### config.mk
export PLATFORM = sky130hd
export DESIGN_NAME = par_mux_arbiter
export DESIGN_NICKNAME = d
export VERILOG_FILES = /design/src/rtl/par_mux_pkg.sv /design/src/rtl/par_mux_arbiter_rr_pick.sv /design/src/rtl/par_mux_arbiter.sv
export SDC_FILE = /design/constraint.sdc
export NUM_CORES = 1
export LEC_CHECK = 0
export CORE_UTILIZATION = 34
export CTS_CLUSTER_DIAMETER = 80
export DETAILED_ROUTE_END_ITERATION = 8
export PLACE_DENSITY = 0.71
export SLEW_MARGIN = 30
export SYNTH_ARGS = -nofsm -noshare
export SYNTH_HDL_FRONTEND = slang
export SYNTH_SLANG_ARGS = --single-unit
### constraint.sdc
create_clock -name clk -period 3 [get_ports clk]
set_input_delay 0.3 -clock clk [delete_from_list [all_inputs] [get_ports clk]]
set_output_delay 0.3 -clock clk [all_outputs]
set_load 0.03 [all_outputs]
### src/rtl/par_mux_pkg.sv
// par_mux_pkg: state encoding and default sizing shared by arbiter, datapath and tester.
package par_mux_pkg;

    typedef enum logic [1:0] {
        ST_IDLE  = 2'd0,
        ST_XFER  = 2'd1,
        ST_ABORT = 2'd2
    } state_t;

    localparam int BUS_SIZE_DEF  = 16;
    localparam int NUM_REQ_DEF   = 2;
    localparam int FRAME_LEN_DEF = 4;
    localparam int TIMEOUT_DEF   = 8;
    localparam int STALL_W       = 8;

endpackage

### src/rtl/par_mux_arbiter_rr_pick.sv
// rr_pick: combinational round-robin pick of the first valid requester after last_grant.
module rr_pick #(
    parameter int NUM_REQ = 2,
    parameter int IW      = $clog2(NUM_REQ)
) (
    input  logic [NUM_REQ-1:0] req_valid,
    input  logic [IW-1:0]      last_grant,
    output logic [NUM_REQ-1:0] pick,
    output logic [IW-1:0]      pick_idx
);

    localparam int SW = IW + 1;

    logic          found;
    logic [SW-1:0] sum;
    logic [IW-1:0] cand;

    always_comb begin
        pick     = '0;
        pick_idx = '0;
        found    = 1'b0;
        sum      = '0;
        cand     = '0;
        // offset 1..NUM_REQ wraps so last_grant itself is considered last
        for (int k = 1; k <= NUM_REQ; k++) begin
            sum  = {1'b0, last_grant} + SW'(k);
            cand = (sum >= SW'(NUM_REQ)) ? IW'(sum - SW'(NUM_REQ)) : IW'(sum);
            if (!found && req_valid[cand]) begin
                found    = 1'b1;
                pick_idx = cand;
            end
        end
        if (found) pick[pick_idx] = 1'b1;
    end

endmodule

### src/rtl/par_mux_arbiter.sv
// par_mux_arbiter: round-robin frame arbiter forwarding one requester's words with a stall watchdog.
module par_mux_arbiter
    import par_mux_pkg::*;
#(
    parameter int BUS_SIZE  = BUS_SIZE_DEF,
    parameter int NUM_REQ   = NUM_REQ_DEF,
    parameter int FRAME_LEN = FRAME_LEN_DEF,
    parameter int TIMEOUT   = TIMEOUT_DEF
) (
    input  logic                        clk,
    input  logic                        reset,
    input  logic [NUM_REQ-1:0]          req_valid,
    input  logic [NUM_REQ*BUS_SIZE-1:0] req_data,
    output logic [NUM_REQ-1:0]          req_ready,
    output logic                        out_valid,
    output logic [BUS_SIZE-1:0]         out_data,
    input  logic                        out_ready,
    output logic [NUM_REQ-1:0]          grant,
    output logic                        frame_done,
    output logic                        abort_error,
    output logic [1:0]                  state
);

    localparam int IW = $clog2(NUM_REQ);
    localparam int BW = $clog2(FRAME_LEN + 1);

    state_t               state_q, state_d;
    logic [NUM_REQ-1:0]   grant_q, grant_d;
    logic [IW-1:0]        owner_q, owner_d;
    logic [IW-1:0]        last_q, last_d;
    logic [BW-1:0]        beat_q, beat_d;
    logic [STALL_W-1:0]   stall_q, stall_d;
    logic                 done_q, done_d;
    logic [NUM_REQ-1:0]   pick;
    logic [IW-1:0]        pick_idx;
    logic                 owner_valid, xfer, beat;

    rr_pick #(.NUM_REQ(NUM_REQ), .IW(IW)) u_pick (
        .req_valid (req_valid),
        .last_grant(last_q),
        .pick      (pick),
        .pick_idx  (pick_idx)
    );

    assign owner_valid = req_valid[owner_q];
    assign xfer        = (state_q == ST_XFER);
    assign out_valid   = xfer & owner_valid;
    assign beat        = out_valid & out_ready;
    assign req_ready   = (xfer && out_ready) ? (NUM_REQ'(1) << owner_q) : '0;
    // owner_q survives the frame, so the idle bus shows the last owner's lane
    assign out_data    = req_data[owner_q*BUS_SIZE +: BUS_SIZE];
    assign grant       = grant_q;
    assign frame_done  = done_q;
    assign abort_error = (state_q == ST_ABORT);
    assign state       = state_q;

    always_comb begin
        state_d = state_q;
        grant_d = grant_q;
        owner_d = owner_q;
        last_d  = last_q;
        beat_d  = beat_q;
        stall_d = stall_q;
        done_d  = 1'b0;
        case (state_q)
            ST_IDLE: begin
                beat_d  = '0;
                stall_d = '0;
                if (|req_valid) begin
                    grant_d = pick;
                    owner_d = pick_idx;
                    state_d = ST_XFER;
                end
            end
            ST_XFER: begin
                if (beat) begin
                    stall_d = '0;
                    beat_d  = beat_q + BW'(1);
                    if (beat_q == BW'(FRAME_LEN - 1)) begin
                        last_d  = owner_q;
                        grant_d = '0;
                        done_d  = 1'b1;
                        state_d = ST_IDLE;
                    end
                end else if (!owner_valid) begin
                    if (stall_q == STALL_W'(TIMEOUT - 1)) begin
                        last_d  = owner_q;
                        grant_d = '0;
                        state_d = ST_ABORT;
                    end else begin
                        stall_d = stall_q + {{(STALL_W-1){1'b0}}, stall_q != '1};
                    end
                end
            end
            default: state_d = ST_IDLE;
        endcase
    end

    always_ff @(posedge clk or negedge reset) begin
        if (!reset) begin
            state_q <= ST_IDLE;
            grant_q <= '0;
            owner_q <= '0;
            last_q  <= IW'(NUM_REQ - 1);
            beat_q  <= '0;
            stall_q <= '0;
            done_q  <= 1'b0;
        end else begin
            state_q <= state_d;
            grant_q <= grant_d;
            owner_q <= owner_d;
            last_q  <= last_d;
            beat_q  <= beat_d;
            stall_q <= stall_d;
            done_q  <= done_d;
        end
    end

endmodule

* Word-level counts from Yosys, hierarchy flattened
Index checks and enable logic that the tools add are counted.
Word-level totals: output and inout bits 25, bits in registers 18
Cells by class: $add $sub $neg 6, equal/unequal tests 13, muxes and demuxes 40, $lt $le $gt $ge 7, reduce and logical (&&, ||, !) cells 14, bitwise gates (word level) 2, shifts and indexed selects 2
Operators with widths (count):
- $shiftx 32x6->16 | 1
- $mux 8 | 3
- $mux 2 | 11
- $mux 1 | 20
- $pmux 8 s2 | 1
- $add 8x1->8 | 1
- $eq 8x3->1 const B | 1
- $lt 1x2->1 const B | 4
- $ne 8x8->1 const B | 1
- $pmux 2 s2 | 2
- $reduce_and 4->1 | 2
- $ne 2x1->1 const B | 3
- $ne 3x2->1 const B | 2
- $pmux 3 s2 | 1
- $reduce_and 5->1 | 1
- $ge 2x2->1 const B | 2
- $reduce_and 2->1 | 2
- $reduce_bool 2->1 | 2
- $add 3x1->3 const B | 1
- $eq 3x2->1 const B | 1
- $logic_and 1x1->1 | 3
- $mux 3 | 1
- $ne 3x1->1 const B | 1
- $ne 3x3->1 const B | 1
- 14 further kinds | 16

* Longest topological paths before layout
word-level depth 16, depth in mapped cells 8

* Modules after synthesis
A second synthesis with hierarchy kept.
Second synthesis, totals: cell total of the unflattened synthesis 130, area, all modules 1239.9 µm²
Modules (own cells, without submodules):
- par_mux_arbiter | seq. area each 451.7 µm², instances 1, cells an instance 126, area each 1213.7 µm²
- rr_pick | seq. area each 0.0 µm², instances 1, cells an instance 4, area each 26.3 µm²

* Worst setup path after synthesis
No wires, ideal clock.
path type register to register, start reg stall_q[3], end reg stall_q[5], stages on the path, launching flop included 9, arrival time 1.659 ns, library setup time 0.121 ns, required time 2.879 ns, buffers on the path 0, slack 1.220 ns, path through dfrtp_1 and3_1 nand4_1 ha_1 and3_1 nand3_1 nor3_1 a32o_1 a22o_1
On the way: word-level cells in the longest chain between the ends 6, elaborated cells on any way between the ends 9, those cells by class 1 x add/sub; 3 x eq/ne; 4 x mux; 1 x reduce/logical
Ends and longest elaborated chain:
- from (decl) | line par_mux_arbiter.sv:32 | logic [STALL_W-1:0] stall_q, stall_d;
- from (signal assigned) | line par_mux_arbiter.sv:114 | stall_q <= stall_d;
- $ne 8x8->1 | line par_mux_arbiter.sv:91 | stall_d = stall_q + {{(STALL_W-1){1'b0}}, stall_q != '1};
- $add 8x1->8 | line par_mux_arbiter.sv:91
- $mux 8 | line par_mux_arbiter.sv:86 | if (stall_q == STALL_W'(TIMEOUT - 1)) begin
- $mux 8 | line par_mux_arbiter.sv:85 | end else if (!owner_valid) begin
- $mux 8 | line par_mux_arbiter.sv:76 | if (beat) begin
- $pmux 8 s2 | line par_mux_arbiter.sv:65 | case (state_q)
Several ways; a longest one is shown, not always the timed one. The select of a mux whose other input is x is not followed. A chain may end at the register's enable or synchronous reset.

* Worst setup path in the final report
start reg state_q[0] (netlist: state[0]), end out req_ready[0]
On the way: word-level cells in the longest chain between the ends 3
Ends and longest elaborated chain:
- from (decl) | line par_mux_arbiter.sv:27 | state_t state_q, state_d;
- from (signal assigned) | line par_mux_arbiter.sv:109 | state_q <= state_d;
- $eq 2x1->1 | line par_mux_arbiter.sv:46 | assign xfer = (state_q == ST_XFER);
- $logic_and 1x1->1 | line par_mux_arbiter.sv:49 | assign req_ready = (xfer && out_ready) ? (NUM_REQ'(1) << owner_q) : '0;
- $mux 2 | line par_mux_arbiter.sv:49
- to (decl) | line par_mux_arbiter.sv:14 | output logic [NUM_REQ-1:0] req_ready,
No other way between the ends.

==> summary.md <==
| Metric | Value |
|---|---|
| Run status | completed |
| Initial antenna violation count | 0 |
| Root Driver | clkbuf_4 |
| Mapped Nets | 171 |
| Max FO, Critical Path | 17 |
| Pin count of the biggest net entering global routing | 19 |
| Commonest non-fill, non-tap cell in the layout | clkdlybuf4s50_1 |
| CP Launch Type | flip-flop |
| Final Util | 0.562 |
| Post-DP Area | 1850 um^2 |
| Leading cell types in the layout, fill and taps excluded | 61 x clkdlybuf4s50_1, 19 x mux2_2, 17 x dfrtp_1 |
| Min Hold Slack | approximately 460 ps |
| Clock Latency Late Sink | 300 ps |
| Unrepaired setup endpoints after global routing | no |
| # IOs | 62 |
| Sequential fraction of the synthesis area | 0.378 |
| Congestion Overflow GR | 0 |
| Worst-Margin Slew | 815 ps |
| Final Cycle Share | 0.828 |
| Routed vias | 1239 |
| # DRC | 0 |
| FF+latch count, synth | 18 |
| Logic pwr share | 0.631 |
| Clk pwr share | 0.097 |
| Critical path type | reg -> out |
| # setup viols final | 0 |
| CP startpoint | state[0] |
| Post CTS Setup Buffer Count | 0 |
| Cell Area, Synth | between 1000 and 1500 um^2 |
| Leakage | 0.794 nW |
| Internal power | roughly 0.85 mW |
| Arrival @ worst endpoint | 2180 ps |
| Final Power | 1.57 mW |
| Final WS setup | 517 ps |
| Initial Utilization | 0.356 |
| Die Wd | between 60 and 70 um |
| Post-synthesis cell count | 130 |
| Slew headroom | 0.455 |
| Hold/Removal Path Class | in -> async |
| Post-CTS sizing | 0 |
| CP required | 2700 ps |
| Antenna diodes | 0 |
| Gr usage total | 0.195 |
| First-pass GRT wire length | 5380 um |
| H-tree Lvls | 1 |
| Ys flop type | dfrtp_1 |
| Area Overhead vs Synth | 57.9% |
| Async SR Flop Fraction | 1.00 |
| Register clock-pin slew on the reported worst setup and hold paths | about 110 ps |
| Total CTS buffers | 3 |
| CTS tree | built |
| Vias in the first global route | approximately 1200 |
| Post-synthesis cell type count | 30 |
| Rows | 21 |
| Highest Clock Rate | 403 MHz |
| Final Wtd Congestion | roughly 0.80 |
| Area share of the largest cell type after synthesis | 0.356 |
| Drt initial violations | 49 |
| Power Density | between 800 and 900 nW/um^2 |
| Layout cells sized above 1 | 0.136 |
| Hold buffer count at cts | 0 |
| Setup TNS | 0 ps |
| Routed len/inst | 14.9 um |
| Hold violation count in the final report | 0 |
| Detail Route Antenna Nets | 0 |
| Yosys warning count | 0 |
| Chip height | between 60 and 70 um |
| Place WS | 789 ps |
| Sequential Power Share | 0.272 |
| Critical Path End Type | output pin |
| Fin. max-slew vios | 0 |
| Port Buffers | between 60 and 70 |
| Post-synth top area cell | dfrtp_1 |
| Sw frac | 0.458 |
| Clock Skews | between 3 and 4 ps |
| DIE AREA | roughly 3800 um^2 |
| Worst r2r src | stall_q[3] |
| Total core area | 3360 um^2 |
| Tmin final | about 2500 ps |
| Post-DR vias/cell | around 5.2 |
| Detailed Route WL | between 3000 and 4000 um |
| Design area | ~1900 um^2 |
| VDD IR max | slightly above 0.6 mV |
| EDFF count, synth | 0 |
| Post-Layout Cell Count | 237 |
| DP HPWL | ~2800 um |
| Synth top area cells | dfrtp_1 36%, mux2_2 18%, ha_1 4.2% |
| Initial DRT Pass Iterations | 4 |
| CTS max path bufs | 2 |
| Placed cells | 233 |
| Switch Pwr | approximately 0.7 mW |
| Net total in the final layout | between 200 and 250 |
| Synthesized area per cell | about 9 um^2 |
| Total of max-cap violations | 0 |
| Clock sink total | 18 |
## critical path, stage by stage, from the launching register on
cell and delay (ps):
dfrtp_1 690, nor2b_1 320, nand2_1 90, nor2_1 100, clkdlybuf4s50_1 690
## synth_stat cells (3+ instances only)
cell	instances
a21oi_1	9
a22o_1	4
and3_1	5
clkbuf_1	4
dfrtp_1	17
ha_1	4
inv_1	7
mux2_2	19
nand2_1	9
nand3_1	6
nor2_1	12
nor3_1	3
o21ai_0	8
or3_1	4
## sequential cells by signal, indices dropped and copies added, names as in the netlist
register and flops:
frame_done 1, last_q 1, grant 2, state 2, stall_q 8, beat_q 3, owner_q 1
## per-layer routing
| layer | track usage | share of wire |
|---|---|---|
| met1 | 0.271 | 0.44 |
| met2 | 0.315 | 0.52 |
| met3 | 0.0441 | 0.028 |
| met4 | 0.0292 | 0.0037 |
| met5 | 0 | 0 |
## path summary, 6_finish.rpt
kind	end	slack (ps)	depth (start not counted)
setup / recovery	req_ready[0]	520	4
hold / removal	grant[1]	460	1
setup reg to reg	stall_q[5]	1020	8
hold reg to reg	grant[1]	530	1
max in group asynchronous	stall_q[3]	2030	1
min in group clk	grant[1]	530	1
## kinds of logic (layout without fill, tap and decap cells)
logic type	Yosys count	after routing	share of synthesized area
adder cells (fa/ha/maj)	4	4	0.0418
multiplexers	20	20	0.187
AND/OR/NAND/NOR	46	46	0.191
buffers and inverters	12	73	0.0377
AO/OA/AOI/OAI	30	30	0.164
flip-flops	18	18	0.378
## power by group through the flow
stage	Clock (mW)	Combinational [mW]	Sequential, mW
3_3_place_gp	0	0.963	0.426
5_1_grt	0.167	1.06	0.441
6_report	0.152	0.989	0.426
4_1_cts	0.153	0.991	0.425
2_1_floorplan	0	0.615	0.427
3_5_place_dp	0	0.982	0.431
## final cells by class
type / instances / area (um^2)
flip-flops and latches: 18 / 452
fillers: 325 / 1470
well taps: 46 / 57.6
clock buffers: 4 / 36.3
multi-input cells: 100 / 699
inverters: 7 / 26.3
repair buffers: 62 / 618
Power figures use the tool's default switching activity.
